--- src/rtl/des_decrypt_iter.sv ---
// Iterative DES decryption: one Feistel round per clock, reverse key schedule, valid/ready on both sides.
// Optional macro DES_KEY_PARITY_CHK_EN adds a registered key-parity error flag.
module des_sbox_lut #(
  parameter logic [255:0] TBL = '0
) (
  input  logic [5:0] a,
  output logic [3:0] o
);
  // Table is row-major, leftmost hex digit is entry 0; row = {b1,b6}, column = b2..b5.
  logic [5:0] idx;
  assign idx = {a[5], a[0], a[4:1]};
  assign o   = TBL[{~idx, 2'b00} +: 4];
endmodule

module sbox1 (input logic [5:0] a, output logic [3:0] o);
  des_sbox_lut #(.TBL(256'hE4D12FB83A6C5907_0F74E2D1A6CB9538_41E8D62BFC973A50_FC8249175B3EA06D)) u_lut (.a(a), .o(o));
endmodule
module sbox2 (input logic [5:0] a, output logic [3:0] o);
  des_sbox_lut #(.TBL(256'hF18E6B34972DC05A_3D47F28EC01A69B5_0E7BA4D158C6932F_D8A13F42B67C05E9)) u_lut (.a(a), .o(o));
endmodule
module sbox3 (input logic [5:0] a, output logic [3:0] o);
  des_sbox_lut #(.TBL(256'hA09E63F51DC7B428_D70934A6285ECBF1_D6498F30B12C5AE7_1AD069874FE3B52C)) u_lut (.a(a), .o(o));
endmodule
module sbox4 (input logic [5:0] a, output logic [3:0] o);
  des_sbox_lut #(.TBL(256'h7DE3069A1285BC4F_D8B56F03472C1AE9_A690CB7DF13E5284_3F06A1D8945BC72E)) u_lut (.a(a), .o(o));
endmodule
module sbox5 (input logic [5:0] a, output logic [3:0] o);
  des_sbox_lut #(.TBL(256'h2C417AB6853FD0E9_EB2C47D150FA3986_421BAD78F9C5630E_B8C71E2D6F09A453)) u_lut (.a(a), .o(o));
endmodule
module sbox6 (input logic [5:0] a, output logic [3:0] o);
  des_sbox_lut #(.TBL(256'hC1AF92680D34E75B_AF427C9561DE0B38_9EF528C3704A1DB6_432C95FABE17608D)) u_lut (.a(a), .o(o));
endmodule
module sbox7 (input logic [5:0] a, output logic [3:0] o);
  des_sbox_lut #(.TBL(256'h4B2EF08D3C975A61_D0B7491AE35C2F86_14BDC37EAF680592_6BD814A7950FE23C)) u_lut (.a(a), .o(o));
endmodule
module sbox8 (input logic [5:0] a, output logic [3:0] o);
  des_sbox_lut #(.TBL(256'hD2846FB1A93E50C7_1FD8A374C56B0E92_7B419CE206ADF358_21E74A8DFC90356B)) u_lut (.a(a), .o(o));
endmodule

module des_decrypt_iter (
  input  logic        clk,
  input  logic        rst_n,
  input  logic        in_valid,
  output logic        in_ready,
  input  logic [63:0] cipher_in,
  input  logic [63:0] key_in,
  output logic        out_valid,
  input  logic        out_ready,
  output logic [63:0] plain_out,
`ifdef DES_KEY_PARITY_CHK_EN
  output logic        parity_err,
`endif
  output logic        busy
);
  // Tables use DES numbering: entry n selects input bit n, bit 1 being the MSB.
  localparam int IP_T [64] = '{58,50,42,34,26,18,10,2,60,52,44,36,28,20,12,4,62,54,46,38,30,22,14,6,
                               64,56,48,40,32,24,16,8,57,49,41,33,25,17,9,1,59,51,43,35,27,19,11,3,
                               61,53,45,37,29,21,13,5,63,55,47,39,31,23,15,7};
  localparam int FP_T [64] = '{40,8,48,16,56,24,64,32,39,7,47,15,55,23,63,31,38,6,46,14,54,22,62,30,
                               37,5,45,13,53,21,61,29,36,4,44,12,52,20,60,28,35,3,43,11,51,19,59,27,
                               34,2,42,10,50,18,58,26,33,1,41,9,49,17,57,25};
  localparam int E_T [48]  = '{32,1,2,3,4,5,4,5,6,7,8,9,8,9,10,11,12,13,12,13,14,15,16,17,
                               16,17,18,19,20,21,20,21,22,23,24,25,24,25,26,27,28,29,28,29,30,31,32,1};
  localparam int P_T [32]  = '{16,7,20,21,29,12,28,17,1,15,23,26,5,18,31,10,
                               2,8,24,14,32,27,3,9,19,13,30,6,22,11,4,25};
  localparam int PC1_T [56] = '{57,49,41,33,25,17,9,1,58,50,42,34,26,18,10,2,59,51,43,35,27,19,11,3,
                                60,52,44,36,63,55,47,39,31,23,15,7,62,54,46,38,30,22,14,6,
                                61,53,45,37,29,21,13,5,28,20,12,4};
  localparam int PC2_T [48] = '{14,17,11,24,1,5,3,28,15,6,21,10,23,19,12,4,26,8,16,7,27,20,13,2,
                                41,52,31,37,47,55,30,40,51,45,33,48,44,49,39,56,34,53,46,42,50,36,29,32};

  function automatic logic [63:0] f_ip(input logic [63:0] x);
    logic [63:0] y;
    for (int j = 0; j < 64; j++) y[6'(63 - j)] = x[6'(64 - IP_T[6'(j)])];
    return y;
  endfunction
  function automatic logic [63:0] f_fp(input logic [63:0] x);
    logic [63:0] y;
    for (int j = 0; j < 64; j++) y[6'(63 - j)] = x[6'(64 - FP_T[6'(j)])];
    return y;
  endfunction
  function automatic logic [47:0] f_e(input logic [31:0] x);
    logic [47:0] y;
    for (int j = 0; j < 48; j++) y[6'(47 - j)] = x[5'(32 - E_T[6'(j)])];
    return y;
  endfunction
  function automatic logic [31:0] f_p(input logic [31:0] x);
    logic [31:0] y;
    for (int j = 0; j < 32; j++) y[5'(31 - j)] = x[5'(32 - P_T[5'(j)])];
    return y;
  endfunction
  function automatic logic [55:0] f_pc1(input logic [63:0] x);
    logic [55:0] y;
    for (int j = 0; j < 56; j++) y[6'(55 - j)] = x[6'(64 - PC1_T[6'(j)])];
    return y;
  endfunction
  function automatic logic [47:0] f_pc2(input logic [55:0] x);
    logic [47:0] y;
    for (int j = 0; j < 48; j++) y[6'(47 - j)] = x[6'(56 - PC2_T[6'(j)])];
    return y;
  endfunction
  function automatic logic [27:0] rotr(input logic [27:0] x, input logic [1:0] n);
    case (n)
      2'd0:    return x;
      2'd1:    return {x[0], x[27:1]};
      default: return {x[1:0], x[27:2]};
    endcase
  endfunction

  typedef enum logic [1:0] {IDLE, ROUND, DONE} state_t;
  state_t state, state_nxt;

  logic [31:0] l, r, r_new, f_out;
  logic [27:0] c, d, cn, dn;
  logic [3:0]  rnd;
  logic [1:0]  rot;
  logic [47:0] sbox_in;

  // Decrypt walks the encrypt shifts backwards: K16 needs no rotation, then right rotations.
  assign rot     = (rnd == 4'd0) ? 2'd0 :
                   (rnd == 4'd1 || rnd == 4'd8 || rnd == 4'd15) ? 2'd1 : 2'd2;
  assign cn      = rotr(c, rot);
  assign dn      = rotr(d, rot);
  assign sbox_in = f_e(r) ^ f_pc2({cn, dn});

  logic [3:0] s1, s2, s3, s4, s5, s6, s7, s8;
  sbox1 u_s1 (.a(sbox_in[47:42]), .o(s1));
  sbox2 u_s2 (.a(sbox_in[41:36]), .o(s2));
  sbox3 u_s3 (.a(sbox_in[35:30]), .o(s3));
  sbox4 u_s4 (.a(sbox_in[29:24]), .o(s4));
  sbox5 u_s5 (.a(sbox_in[23:18]), .o(s5));
  sbox6 u_s6 (.a(sbox_in[17:12]), .o(s6));
  sbox7 u_s7 (.a(sbox_in[11:6]),  .o(s7));
  sbox8 u_s8 (.a(sbox_in[5:0]),   .o(s8));

  assign f_out = f_p({s1, s2, s3, s4, s5, s6, s7, s8});
  assign r_new = l ^ f_out;

  assign in_ready = (state == IDLE);
  assign busy     = (state == ROUND);

  always_ff @(posedge clk or negedge rst_n)
    if (!rst_n) state <= IDLE;
    else        state <= state_nxt;

  always_comb begin
    state_nxt = state;
    case (state)
      IDLE:    if (in_valid)         state_nxt = ROUND;
      ROUND:   if (rnd == 4'd15)     state_nxt = DONE;
      DONE:    if (out_ready)        state_nxt = IDLE;
      default:                       state_nxt = IDLE;
    endcase
  end

  always_ff @(posedge clk or negedge rst_n) begin
    if (!rst_n) begin
      l <= '0; r <= '0; c <= '0; d <= '0; rnd <= '0;
      plain_out <= '0; out_valid <= 1'b0;
`ifdef DES_KEY_PARITY_CHK_EN
      parity_err <= 1'b0;
`endif
    end else begin
      case (state)
        IDLE: if (in_valid) begin
          {l, r} <= f_ip(cipher_in);
          {c, d} <= f_pc1(key_in);
          rnd    <= '0;
`ifdef DES_KEY_PARITY_CHK_EN
          parity_err <= ~^key_in[63:56] | ~^key_in[55:48] | ~^key_in[47:40] | ~^key_in[39:32] |
                        ~^key_in[31:24] | ~^key_in[23:16] | ~^key_in[15:8]  | ~^key_in[7:0];
`endif
        end
        ROUND: begin
          l <= r;
          r <= r_new;
          c <= cn;
          d <= dn;
          if (rnd != 4'd15) rnd <= rnd + 4'd1;
          else begin
            // Final swap is undone: preoutput is {R16, L16}.
            plain_out <= f_fp({r_new, r});
            out_valid <= 1'b1;
          end
        end
        DONE: if (out_ready) out_valid <= 1'b0;
        default: ;
      endcase
    end
  end
endmodule

--- config.mk ---
export PLATFORM = sky130hd
export DESIGN_NAME = des_decrypt_iter
export DESIGN_NICKNAME = d
export VERILOG_FILES = /design/src/rtl/des_decrypt_iter.sv
export SDC_FILE = /design/constraint.sdc
export NUM_CORES = 1
export LEC_CHECK = 0
export ABC_CLOCK_PERIOD_IN_PS = 2100
export CORE_ASPECT_RATIO = 1.25
export CORE_MARGIN = 5
export CORE_UTILIZATION = 17
export DETAILED_ROUTE_END_ITERATION = 8
export GPL_ROUTABILITY_DRIVEN = 0
export GPL_TIMING_DRIVEN = 0
export PLACE_DENSITY = 0.8
export SYNTH_ARGS = -nofsm -noshare
export SYNTH_HDL_FRONTEND = slang
export SYNTH_SLANG_ARGS = --single-unit
--- constraint.sdc ---
create_clock -name clk -period 2.1 [get_ports clk]
set_input_delay 0.42 -clock clk [delete_from_list [all_inputs] [get_ports clk]]
set_output_delay 0.42 -clock clk [all_outputs]
set_load 0.01 [all_outputs]
==> results.md, run 1 <==
* Status: finished clean
* Final nets at 312
* Synthesis Warnings at 0
* TritonCTS clock tree: done
* N_diodes at 0
* Leading area contributor after synthesis: buf_4
* DRC at 0
* Vias at 692
* Antenna violations before repair at 0
* DRT iter0 DRCs at 10
* Worst min-delay path class: in -> async
* Mapped Cells at 105
* CP max-delay cell: clkdlybuf4s50_1
* Layout Cells excl Fill at 240
* Placed insts at 236
* Drt wl/cell at 6.88 um
* Commonest non-fill, non-tap cell in the layout: buf_4
* CTS Buffer Depth at 2
* Total GRT Usage at 5.13%
* NetSw at 344 uW
* Flop pwr share at 29.2%
* CP Launch Type: register
* Clock-pin slew on the worst setup and hold paths at 0.04 ns
* Setup Viol. Count Final at 0
* Port Buffer Count at 6
* Worst setup path class: reg -> out
* DP Wirelength at 1.51 mm
* Die height at 89.8 um
* Synth top area share at 56.4%
* Largest stage delay on the critical path at 0.59 ns
* Setup WS post-layout at 0.157 ns
* H-tree Lvls at 1
* Synth Cell Area at 866 um^2
* Chip Width at 73.8 um
* CP required at 1.68 ns
* Total Power at 928 uW
* Antenna Violating Nets Remaining at 0
* Standard-cell rows at 29
* Yosys reg bits at 7
* Total CTS buffers at 3
* Ports at 199
* Combinational Power Share at 51.2%
* Crit. End Element: primary output
* Core area at 5010 um^2
* Period utilization at 92.5%
* Initial Util at 17.3%
* Total grt overflow at 0
* Vias in the first global route at 725
* Reg-to-reg slack, setup at 0.56 ns
* Power Internal at 584 uW
* Die ar. at 6630 um^2
* Pre-CTS setup slack at 0.379 ns
* Crit Path Max Fanout at 10
* Reg2Reg Depth at 5
* Drt total wl at 1.65 mm
* Max-cap violations at 0
* Worst skew pair latency at 0.22 ns
* PwrDens at 722 nW/um^2
* P&R area growth vs syn at 48.4%
* Net Sw Frac at 37.1%
* Post-synth cell types at 24
* Commonest non-fill, non-tap cells in the layout: buf_4, conb_1, dfrtp_1, clkdlybuf4s50_1, a21oi_1
* Fin util at 25.7%
* CTS Hold Bufs at 0
* Leading post-synthesis cells by cell area: buf_4, dfrtp_1, a21oi_1, a22o_1, nand3_1
* FF-to-FF End: rnd[1]
* Mean Syn Cell Area at 8.25 um^2
* Layout cells sized above 1 at 39.9%
* Clk sinks at 7
* Fin. max-slew vios at 0
* Post-layout min period at 1.94 ns
* Leak at 0.774 nW
* Via-to-Cell Ratio at 2.88
* Largest net degree at the start of global routing at 11
* Clk pwr share at 19.6%
* DRT Pass-1 Iters at 2
* Post-cts resize count at 0
* Register area share after synthesis at 20.2%
* Worst Path Arrival at 1.52 ns
* VDD IR-drop max at 0.407 mV
* CTS Root Cell: clkbuf_8
* Post-CTS Setup Inserts at 0
* Worst Clk Skew at 0.000823 ns
* Origin of the critical flop-to-flop path: rnd[0]
* Number of failing hold endpoints at the final stage at 0
* Setup TNS Final at 0 ns
* First-pass GRT wire length at 2.78 mm
* Critical-path cell list: buf_4 > nor2_1 > clkdlybuf4s50_1
* Achievable frequency at 0.515 GHz
* RSZ-0062 raised after global routing: no
[synthesized netlist by cell type (all sizes together)]
library cell,number
dfrtp,7
nand4b,1
nor3,1
nand2b,2
o21bai,1
a221oi,1
a31oi,1
or3,1
nand3,3
nor2,3
o21ai,2
nand2,3
a41oi,1
buf,66
a22o,2
and3,1
inv,2
conb,1
a21oi,5
ha,1
[kinds of logic (layout without fill, tap and decap cells)]
family,count (synthesis),count (layout),share of synthesized area [%]
buf+inv,68,78,58.5
simple gates,15,15,9.68
other cells,1,64,0.433
compound gates,13,13,9.68
flops,7,7,20.2
fa+ha+maj,1,1,1.44
[sequential cells by signal (all words and copies together), names as in the netlist]
signal,count
rnd,4
out_valid,1
state,2
[critical path: cells and delay by family (launching register included)]
kind                   cells  cell delay, ns
buffers and inverters      2            0.77
flip-flops                 1            0.40
AND/OR/NAND/NOR            1            0.13
[through the flow]
stage,hold slack [ns],cell area [um^2]
after floorplan,0.124,1100
after global placement,0.529,1240
after detailed placement,0.531,1240
after CTS,0.473,1280
after global routing,0.481,1280
final,0.463,1280
[final cells by class]
| cell class | instances | area [um^2] |
|---|---|---|
| repair buffers | 6 | 60.1 |
| well taps | 62 | 77.6 |
| multi-input cells | 93 | 420 |
| fillers | 553 | 3720 |
| inverters | 2 | 7.51 |
| plain buffers | 66 | 499 |
| clock buffers | 4 | 45.0 |
| flip-flops and latches | 7 | 175 |
[how the worst max path moves through the flow]
stage | end | startpoint | depth (start not counted) | slack, ns
2_1_floorplan | rnd[1] | rnd[0] | 5 | 0.65
3_3_place_gp | in_ready | state[0] | 3 | 0.41
3_5_place_dp | in_ready | state[0] | 3 | 0.38
4_1_cts | in_ready | state[0] | 3 | 0.14
5_1_grt | in_ready | state[0] | 3 | 0.1
6_report | in_ready | state[0] | 3 | 0.16
[power by group through the flow]
stage          logic (mW)  registers (mW)  clock network, mW
2_1_floorplan       0.364           0.261                  0
6_report            0.476           0.271              0.182
3_3_place_gp        0.459           0.267                  0
5_1_grt             0.531           0.283              0.203
3_5_place_dp        0.470           0.273                  0
4_1_cts             0.472           0.271              0.187
[per-layer routing]
layer | wire [um] | track usage (%) | vias up
li1 | - | - | 359
met5 | 0 | 0 | -
met1 | 719 | 6.02 | 276
met4 | 17 | 2.72 | 0
met3 | 241 | 2.23 | 2
met2 | 674 | 7.69 | 55
Power figures use the tool's default switching activity.
==> run 2: changes to the inputs <==
ABC_CLOCK_PERIOD_IN_PS = not set   (was 2100)
TNS_END_PERCENT = 5   (was not set)
==> results of run 2 <==
No change in the layout: final DEF, timing and power equal those of run 1.
